## src/rtl/mem_arb_pkg.sv

```systemverilog
// Shared types and helpers for the memory-port arbiter: FSM states, requester
// identity, access-size codes and the misalignment rule.
package mem_arb_pkg;

  typedef enum logic [1:0] {
    IDLE  = 2'd0,
    ISSUE = 2'd1,
    WAIT  = 2'd2,
    RESP  = 2'd3
  } state_t;

  typedef enum logic {
    OWN_IF = 1'b0,
    OWN_LS = 1'b1
  } owner_t;

  localparam logic [1:0] SZ_B = 2'b00;
  localparam logic [1:0] SZ_H = 2'b01;
  localparam logic [1:0] SZ_W = 2'b10;

  // Size code 2'b11 is treated as a word access.
  function automatic logic is_misaligned(input logic [1:0] size, input logic [1:0] addr_lo);
    case (size)
      SZ_B:    is_misaligned = 1'b0;
      SZ_H:    is_misaligned = addr_lo[0];
      default: is_misaligned = (addr_lo != 2'b00);
    endcase
  endfunction

endpackage

```

## src/rtl/lsu_lane_align.sv

```systemverilog
// Combinational byte-lane steering: store strobes/data replication and
// load lane selection with sign or zero extension.
module lsu_lane_align
  import mem_arb_pkg::*;
(
  input  logic        we,
  input  logic [1:0]  size,
  input  logic        is_unsigned,
  input  logic [1:0]  addr_lo,
  input  logic [31:0] wdata,
  input  logic [31:0] rdata,
  output logic [3:0]  wstrb,
  output logic [31:0] wdata_lane,
  output logic [31:0] rdata_ext
);

  logic [7:0]  byte_sel;
  logic [15:0] half_sel;

  // NOTE: every output of a combinational block gets a default first, so no
  // path through the case can leave a value unassigned and infer a latch.
  always_comb begin
    wstrb      = 4'b1111;
    wdata_lane = wdata;
    rdata_ext  = rdata;
    byte_sel   = rdata[{addr_lo, 3'b000} +: 8];
    half_sel   = addr_lo[1] ? rdata[31:16] : rdata[15:0];
    case (size)
      SZ_B: begin
        wstrb      = 4'b0001 << addr_lo;
        wdata_lane = {4{wdata[7:0]}};
        rdata_ext  = is_unsigned ? {24'b0, byte_sel} : {{24{byte_sel[7]}}, byte_sel};
      end
      SZ_H: begin
        wstrb      = addr_lo[1] ? 4'b1100 : 4'b0011;
        wdata_lane = {2{wdata[15:0]}};
        rdata_ext  = is_unsigned ? {16'b0, half_sel} : {{16{half_sel[15]}}, half_sel};
      end
      default: ;
    endcase
    if (!we) wstrb = 4'b0000;
  end

endmodule

```

## src/rtl/mem_port_arbiter.sv

```systemverilog
// Arbitrates the single memory port between instruction fetch and load/store,
// one transaction in flight, with starvation protection for fetch.
module mem_port_arbiter
  import mem_arb_pkg::*;
#(
  parameter int STARVE_MAX = 4,
  parameter int ADDR_W     = 32
) (
  input  logic              clk,
  input  logic              rst,
  input  logic              if_req,
  input  logic [ADDR_W-1:0] if_addr,
  output logic              if_gnt,
  output logic              if_rvalid,
  output logic [31:0]       if_rdata,
  input  logic              ls_req,
  input  logic              ls_we,
  input  logic [1:0]        ls_size,
  input  logic              ls_unsigned,
  input  logic [ADDR_W-1:0] ls_addr,
  input  logic [31:0]       ls_wdata,
  output logic              ls_gnt,
  output logic              ls_rvalid,
  output logic [31:0]       ls_rdata,
  output logic              ls_misalign,
  output logic              mem_req,
  output logic              mem_we,
  output logic [ADDR_W-1:0] mem_addr,
  output logic [31:0]       mem_wdata,
  output logic [3:0]        mem_wstrb,
  input  logic              mem_ready,
  input  logic              mem_rvalid,
  input  logic [31:0]       mem_rdata,
  output logic              busy
);

  localparam int CNT_W = $clog2(STARVE_MAX + 1);
  localparam logic [CNT_W-1:0] CNT_MAX = CNT_W'(STARVE_MAX);

  state_t            state_q, state_d;
  owner_t            owner_q;
  logic [CNT_W-1:0]  starve_q;
  logic              we_q, unsigned_q, fault_q;
  logic [1:0]        size_q;
  logic [ADDR_W-1:0] addr_q;
  logic [31:0]       wdata_q, rdata_q;
  logic              ls_fault;
  logic [3:0]        strb_lane;
  logic [31:0]       wdata_lane, rdata_ext;

  assign ls_fault = is_misaligned(ls_size, ls_addr[1:0]);

  always_comb begin
    state_d = state_q;
    if_gnt  = 1'b0;
    ls_gnt  = 1'b0;
    case (state_q)
      IDLE: begin
        // A waiting fetch that has lost STARVE_MAX times in a row overrides LS.
        if (!rst && ls_req && !(if_req && starve_q == CNT_MAX)) begin
          ls_gnt  = 1'b1;
          state_d = ls_fault ? RESP : ISSUE;
        end else if (!rst && if_req) begin
          if_gnt  = 1'b1;
          state_d = ISSUE;
        end
      end
      ISSUE:   if (mem_ready) state_d = WAIT;
      WAIT:    if (mem_rvalid) state_d = RESP;
      default: state_d = IDLE;
    endcase
  end

  // NOTE: sequential state uses non-blocking assignments so every register
  // samples pre-edge values regardless of statement order.
  always_ff @(posedge clk) begin
    // NOTE: the datapath registers are reset too; they drive outputs directly
    // and every output must read zero straight out of reset.
    if (rst) begin
      state_q    <= IDLE;
      owner_q    <= OWN_IF;
      starve_q   <= '0;
      we_q       <= 1'b0;
      unsigned_q <= 1'b0;
      fault_q    <= 1'b0;
      size_q     <= SZ_B;
      addr_q     <= '0;
      wdata_q    <= '0;
      rdata_q    <= '0;
    end else begin
      state_q <= state_d;
      if (!if_req || if_gnt) starve_q <= '0;
      else if (ls_gnt && starve_q != CNT_MAX) starve_q <= starve_q + 1'b1;
      if (ls_gnt) begin
        owner_q    <= OWN_LS;
        we_q       <= ls_we;
        size_q     <= ls_size;
        unsigned_q <= ls_unsigned;
        addr_q     <= ls_addr;
        wdata_q    <= ls_wdata;
        fault_q    <= ls_fault;
      end else if (if_gnt) begin
        owner_q    <= OWN_IF;
        we_q       <= 1'b0;
        size_q     <= SZ_W;
        unsigned_q <= 1'b0;
        addr_q     <= {if_addr[ADDR_W-1:2], 2'b00};
        wdata_q    <= '0;
        fault_q    <= 1'b0;
      end
      if (state_q == WAIT && mem_rvalid) rdata_q <= mem_rdata;
    end
  end

  lsu_lane_align u_align (
    .we          (we_q),
    .size        (size_q),
    .is_unsigned (unsigned_q),
    .addr_lo     (addr_q[1:0]),
    .wdata       (wdata_q),
    .rdata       (rdata_q),
    .wstrb       (strb_lane),
    .wdata_lane  (wdata_lane),
    .rdata_ext   (rdata_ext)
  );

  assign busy      = (state_q != IDLE);
  assign mem_req   = (state_q == ISSUE);
  assign mem_we    = mem_req && we_q;
  assign mem_wstrb = mem_req ? strb_lane : 4'b0000;
  assign mem_addr  = {addr_q[ADDR_W-1:2], 2'b00};
  assign mem_wdata = wdata_lane;

  assign if_rvalid   = (state_q == RESP) && (owner_q == OWN_IF);
  assign if_rdata    = if_rvalid ? rdata_q : 32'b0;
  assign ls_rvalid   = (state_q == RESP) && (owner_q == OWN_LS);
  assign ls_misalign = ls_rvalid && fault_q;
  assign ls_rdata    = (ls_rvalid && !we_q && !fault_q) ? rdata_ext : 32'b0;

endmodule
```

## config.mk

```make
export PLATFORM = sky130hd
export DESIGN_NAME = mem_port_arbiter
export DESIGN_NICKNAME = d
export VERILOG_FILES = /design/src/rtl/mem_arb_pkg.sv /design/src/rtl/lsu_lane_align.sv /design/src/rtl/mem_port_arbiter.sv
export SDC_FILE = /design/constraint.sdc
export NUM_CORES = 1
export LEC_CHECK = 0
export BUFFER_PORTS_ARGS = -buffer_cell sky130_fd_sc_hd__buf_2
export CAP_MARGIN = 20
export CORE_MARGIN = 2
export CORE_UTILIZATION = 33
export CTS_CLUSTER_SIZE = 24
export DETAILED_ROUTE_END_ITERATION = 6
export PLACE_DENSITY = 0.67
export RECOVER_POWER = 50
export SKIP_LAST_GASP = 1
export SYNTH_ARGS = -nofsm -noshare
export SYNTH_HDL_FRONTEND = slang
export SYNTH_SLANG_ARGS = --single-unit
export TNS_END_PERCENT = 5
```

## constraint.sdc

```tcl
create_clock -name clk -period 3.3 [get_ports clk]
set_input_delay 0.495 -clock clk [delete_from_list [all_inputs] [get_ports clk]]
set_output_delay 0.495 -clock clk [all_outputs]
set_load 0.01 [all_outputs]
```

==> run metrics, run 1 <==
H-tree depth 3; port bufs 273; DRC errors left 0; hold buffers post-CTS 0; clock share of power 0.287; Vias/cell 5.017; row count 49; post-CTS sizing 0; Area Growth Syn to Fin 23.34%; largest net degree at the start of global routing 70; P per Cell Area 581.4 nW/um^2; GR peak layer met2; routed via count 6040; Post-Layout Cell Count 1204; met3 usage 0.04815; Pins Over Slew Limit 0; placed cells 1187; share of cells above drive strength 1 0.2916; Comb pwr share 0.321; slowest stage cell, crit path clkbuf_1; CP Class reg2out; EDFF count, synth 0; clock sink total 107; die height 138.4 um; Post-synth top cells nand2_1, a21oi_1, dfxtp_1; crit path max fanout 24; Fmax 343.5 MHz; Max stage delay on crit path 0.89 ns; Post-synth top flop dfxtp_1; status finished clean; Tightest Pin Transition 1.468 ns; Die W 138.4 um; Fillers 1913; Detail Route Antenna Nets 0; setup bufs post-CTS 0; critical path launch point type flip-flop; P_leak 3.056 nW; DR pass1 iterations 4; final net count 1114; asr flop ratio synth 0; setup TNS 0 ns; WP data required 2.80 ns; Clk pin slew, worst setup/hold paths 0.08 ns; Syn Inst Count 775; drt wl/cell 16.15 um; first-pass GRT wire length 30.45 mm; HP Class in2reg; Iteration-0 DRC Markers 294; cell class contributing the biggest share of worst-path delay buffers and inverters; die footprint 19150 um^2; Sw Ratio 0.3652; total power 4.274 mW; sequential power share 0.392; CTS buffer count 9; sequential area share after synthesis 0.3594; total gr overflow 0; Setup Skew 0.009375 ns; NetSw 1.561 mW; met2 Usage GRT 0.3197; Yosys warning count 0; IO Count 278; Total GRT Usage 0.1959; count leader, synth nand2_1; setup repair after global routing missed its margin no; Final GP Congestion 0.9084; endpoint class of the critical path primary output; CP bufs+invs 2; Worst slew margin 0.02141; critical path data arrival time 2.42 ns; Internal Power 2.713 mW; CTS tree done; Cell Chain, Critical Path clkbuf_1, mux2_2, buf_2; cell taking the most area after synthesis dfxtp_1; final setup violation count 0; initial antenna violation count 2; top post-synthesis cells by area dfxtp_1, a21oi_1, nand2_1, a211oi_2, buf_4; synth unique cells 46; min Tclk post-route 2.911 ns; met1 Track Usage GR 0.2429; Avg Cell Area, Syn 7.691 um^2; Synth Cell Area 5961 um^2; root buffer cell clkbuf_16; period utilization 0.8822; Worst-Skew Late Latency 0.35 ns; clock buffer depth 2; number of global-route vias before repair 5712; Yosys top cell area share 0.3594; core box area 17840 um^2; HPWL after detailed placement 13.89 mm; Hold Fails Final Rpt 0; maximum VDD drop 303.4 uV; Initial Utilization 0.3341; total routed wirelength 19.45 mm; flops & latches, synth 107; max-cap violations 0
-- path summary, 6_finish.rpt --
kind	from	slack [ns]	depth (start not counted)	endpoint
max reg2reg	state_q[0]$_SDFFE_PP0P_	0.99	6	rdata_q[8]$_SDFFE_PP0P_
min	ls_wdata[23]	0.37	3	wdata_q[23]$_SDFFE_PP0P_
min reg2reg	addr_q[2]$_SDFFE_PP0P_	0.46	2	addr_q[2]$_SDFFE_PP0P_
max	size_q[1]$_SDFFE_PP0P_	0.39	3	mem_wdata[19]
-- power groups by stage --
stage                     clock [mW]  combinational, mW  sequential [mW]
after floorplan                    0               1.14             1.63
after global placement             0               1.40             1.69
after detailed placement           0               1.42             1.70
after CTS                       1.27               1.42             1.67
after global routing            1.31               1.52             1.71
final                           1.23               1.37             1.68
-- flip-flops by register name, summed over array words and instances, names as in the netlist --
register and count:
unsigned_q 1, we_q 1, rdata_q 32, addr_q 32, state_q 2, owner_q 1
wdata_q 32, starve_q 3, size_q 2, fault_q 1
-- routing by layer --
metal | vias to the layer above | wire [um]
met3 | 49 | 1471
li1 | 2971 | -
met2 | 284 | 8917
met5 | - | 13
met4 | 2 | 758
met1 | 2734 | 8287
-- logic make-up (layout without fill, tap and decap cells) --
| kind of cell | count (synthesis) | after routing | synth area share |
|---|---|---|---|
| AND/OR/NAND/NOR | 320 | 320 | 0.2431 |
| AO/OA/AOI/OAI | 187 | 187 | 0.2076 |
| buffers and inverters | 116 | 314 | 0.1092 |
| flip-flops | 107 | 107 | 0.3594 |
| multiplexers | 36 | 36 | 0.06402 |
| adder cells (fa/ha/maj) | 7 | 7 | 0.01469 |
| other | 1 | 3 | 0.0006291 |
| XOR/XNOR | 1 | 1 | 0.001470 |
-- layout by cell type, fill, tap and decap left out, types with 9 or more instances in the layout --
master     netlist  final
and2_1          35     24
o21ai_0         11     11
nor2_1          57     57
buf_2           12    205
dfxtp_1        107    107
a21oi_1        115    115
inv_1           11     11
and2_0           0     11
mux2_2          17     17
nor3_1          18     18
mux2i_1         19     19
clkbuf_16        0      9
clkbuf_1        32     70
nand2_1        153    153
a211oi_2        27     27
nand3_1         38     38
-- tightest hold or removal path, stage by stage --
cell and delay, ns:
buf_2 0.09, nand2_1 0.04, a21oi_1 0.05
-- stage by stage --
| stage | hold slack, ns | cell area [um^2] | setup WS [ns] | util |
|---|---|---|---|---|
| after detailed placement | 0.4495 | 7118 | 0.6856 | 0.3990 |
| after CTS | 0.3549 | 7456 | 0.4455 | 0.4179 |
| final | 0.3738 | 7352 | 0.3887 | 0.4121 |
| after global routing | 0.3671 | 7350 | 0.2271 | 0.4120 |
| after global placement | 0.4489 | 7118 | 0.6901 | 0.3990 |
| after floorplan | 0.4373 | 5964 | 1.298 | - |
-- area by class of cell --
type | count | area (um^2) | share of cell area
repair buffers | 284 | 1351 | 0.1838
flip-flops and latches | 107 | 2142 | 0.2914
diodes | 1 | 2.502 | 0.0003404
multi-input cells | 553 | 3174 | 0.4318
well taps | 229 | 286.5 | 0.03897
clock inverters | 5 | 85.08 | 0.01157
inverters | 14 | 57.56 | 0.007828
clock buffers | 11 | 252.7 | 0.03438
No activity file was read; power rests on OpenSTA's default activity.
==> run 2: changes to the inputs <==
CTS_CLUSTER_SIZE = 40   (was 24)
clock period = 3.1 ns   (was 3.3 ns; I/O delays follow)
==> run metrics, run 2 (same netlist as run 1, synthesis figures left out) <==
status finished clean (unchanged); Setup Skew 0.007192 ns (was 0.009375 ns); setup TNS 0 ns (unchanged); HPWL after detailed placement 13.93 mm (was 13.89 mm); routed via count 5986 (was 6040); Area Growth Syn to Fin 22.17% (was 23.34%); final setup violation count 0 (unchanged); largest net degree at the start of global routing 70 (unchanged); slowest stage cell, crit path nor2_1 (was clkbuf_1); hold buffers post-CTS 0 (unchanged); Largest regs addr_q: 32 flops, rdata_q: 32 flops, wdata_q: 32 flops (unchanged); core box area 17840 um^2 (unchanged); Vias/cell 4.964 (was 5.017); Max stage delay on crit path 0.49 ns (was 0.89 ns); crit path max fanout 12 (was 24); WP data required 2.63 ns (was 2.80 ns); number of global-route vias before repair 5704 (was 5712); DRC errors left 0 (unchanged); Total GRT Usage 0.1944 (was 0.1959); die footprint 19150 um^2 (unchanged); commonest non-fill, non-tap cell in the layout buf_2 (unchanged); Initial Utilization 0.3341 (unchanged); Pins Over Slew Limit 0 (unchanged); CTS buffer count 9 (unchanged); commonest non-fill, non-tap cells in the layout buf_2, nand2_1, a21oi_1 (unchanged); IO Count 278 (unchanged); Fmax 354.3 MHz; P per Cell Area 595.0 nW/um^2 (was 581.4 nW/um^2); clock sink total 107 (unchanged); Iteration-0 DRC Markers 234 (was 294); Final GP Congestion 0.8940 (was 0.9084); root buffer cell clkbuf_16 (unchanged); total gr overflow 0 (unchanged); Detail Route Antenna Nets 0 (unchanged); critical path launch point type flip-flop (unchanged); CTS tree done (unchanged); critical path data arrival time 2.36 ns (was 2.42 ns); period utilization 0.9106; port bufs 273 (unchanged); final net count 1116 (was 1114); cell class contributing the biggest share of worst-path delay simple AND/OR/NAND/NOR gates (was buffers and inverters); P_leak 3.029 nW (was 3.056 nW); total power 4.333 mW (was 4.274 mW); H-tree depth 3 (unchanged); DR pass1 iterations 4 (unchanged); Tightest Pin Transition 1.495 ns (was 1.468 ns); Worst slew margin 0.003186 (was 0.02141); row count 49 (unchanged); total routed wirelength 19.41 mm (was 19.45 mm); initial antenna violation count 1 (was 2); Die W 138.4 um (unchanged); share of cells above drive strength 1 0.2889 (was 0.2916); Cell Chain, Critical Path nand2b_1, a21oi_1, nor2_1, a22o_1, buf_2 (was clkbuf_1, mux2_2, buf_2); min Tclk post-route 2.823 ns; HP Class in2reg (unchanged); CP bufs+invs 1 (was 2); setup bufs post-CTS 0 (unchanged); maximum VDD drop 250.1 uV (was 303.4 uV); Hold Fails Final Rpt 0 (unchanged); max-cap violations 0 (unchanged); Worst-Skew Late Latency 0.35 ns (about the same); die height 138.4 um (unchanged); endpoint class of the critical path primary output (unchanged); first-pass GRT wire length 30.22 mm (was 30.45 mm); clock buffer depth 2 (unchanged); CP Class reg2out (unchanged); Clk pin slew, worst setup/hold paths 0.07 ns (was 0.08 ns); setup repair after global routing missed its margin no (unchanged); post-CTS sizing 0 (unchanged); drt wl/cell 16.09 um (was 16.15 um)
[run 2: changes by cell type in the layout (fill, tap and decap cells not counted), sizes merged]
| cell | change |
|---|---|
| clkinv | +1 |
| bufinv | -2 |
| clkbuf | +1 |
| inv | +2 |
| buf | -1 |
| clkinvlp | +1 |
[run 2: layer usage]
metal,GRT usage,wire length [um],vias to the layer above
li1,-,-,2975
met1,0.2389,8405,2730
met2,0.3244,9049,249
met3,0.04641,1404,32
met4,0.08593,548,0
met5,0,0,-
[run 2: final cells by class]
class,instances,area (um^2)
clock buffer,9,225.2
multi-input combinational,553,3152
sequential,107,2142
timing repair buffer,286,1365
inverter,14,57.56
clock inverter,7,51.30
tap,229,286.5
antenna,1,2.502
fill,1939,10560
[run 2: worst min-delay path: stages]
cell and delay, ns:
buf_2 0.09, nand2_1 0.04, a21oi_1 0.05
[run 2: per-stage QoR]
stage | hold slack, ns | worst slack [ns] | instances | instance area, um^2 | utilization
2_1_floorplan | 0.4373 | 1.128 | 776 | 5964 | -
3_3_place_gp | 0.4481 | 0.7131 | 1189 | 7133 | 0.3998
3_5_place_dp | 0.4465 | 0.7253 | 1189 | 7133 | 0.3998
4_1_cts | 0.3252 | 0.3267 | 1205 | 7410 | 0.4153
5_1_grt | 0.3319 | 0.1472 | 1205 | 7279 | 0.4080
6_report | 0.3422 | 0.2772 | 1206 | 7282 | 0.4082
[run 2: final timing paths]
kind	end	cells after the start	from	slack (ns)
min reg2reg	addr_q[2]$_SDFFE_PP0P_	2	addr_q[2]$_SDFFE_PP0P_	0.47
max	ls_rdata[1]	5	size_q[0]$_SDFFE_PP0P_	0.28
max reg2reg	addr_q[29]$_SDFFE_PP0P_	7	starve_q[0]$_SDFFE_PP0P_	0.44
min	wdata_q[19]$_SDFFE_PP0P_	3	ls_wdata[19]	0.34
[run 2: power by group]
part | internal (mW) | switching, mW | leakage (nW) | total (mW)
Clock | 0.550 | 0.553 | 0.132 | 1.10
Combinational | 0.533 | 0.918 | 2.02 | 1.45
Sequential | 1.59 | 0.185 | 0.872 | 1.78
Total | 2.68 | 1.66 | 3.03 | 4.33
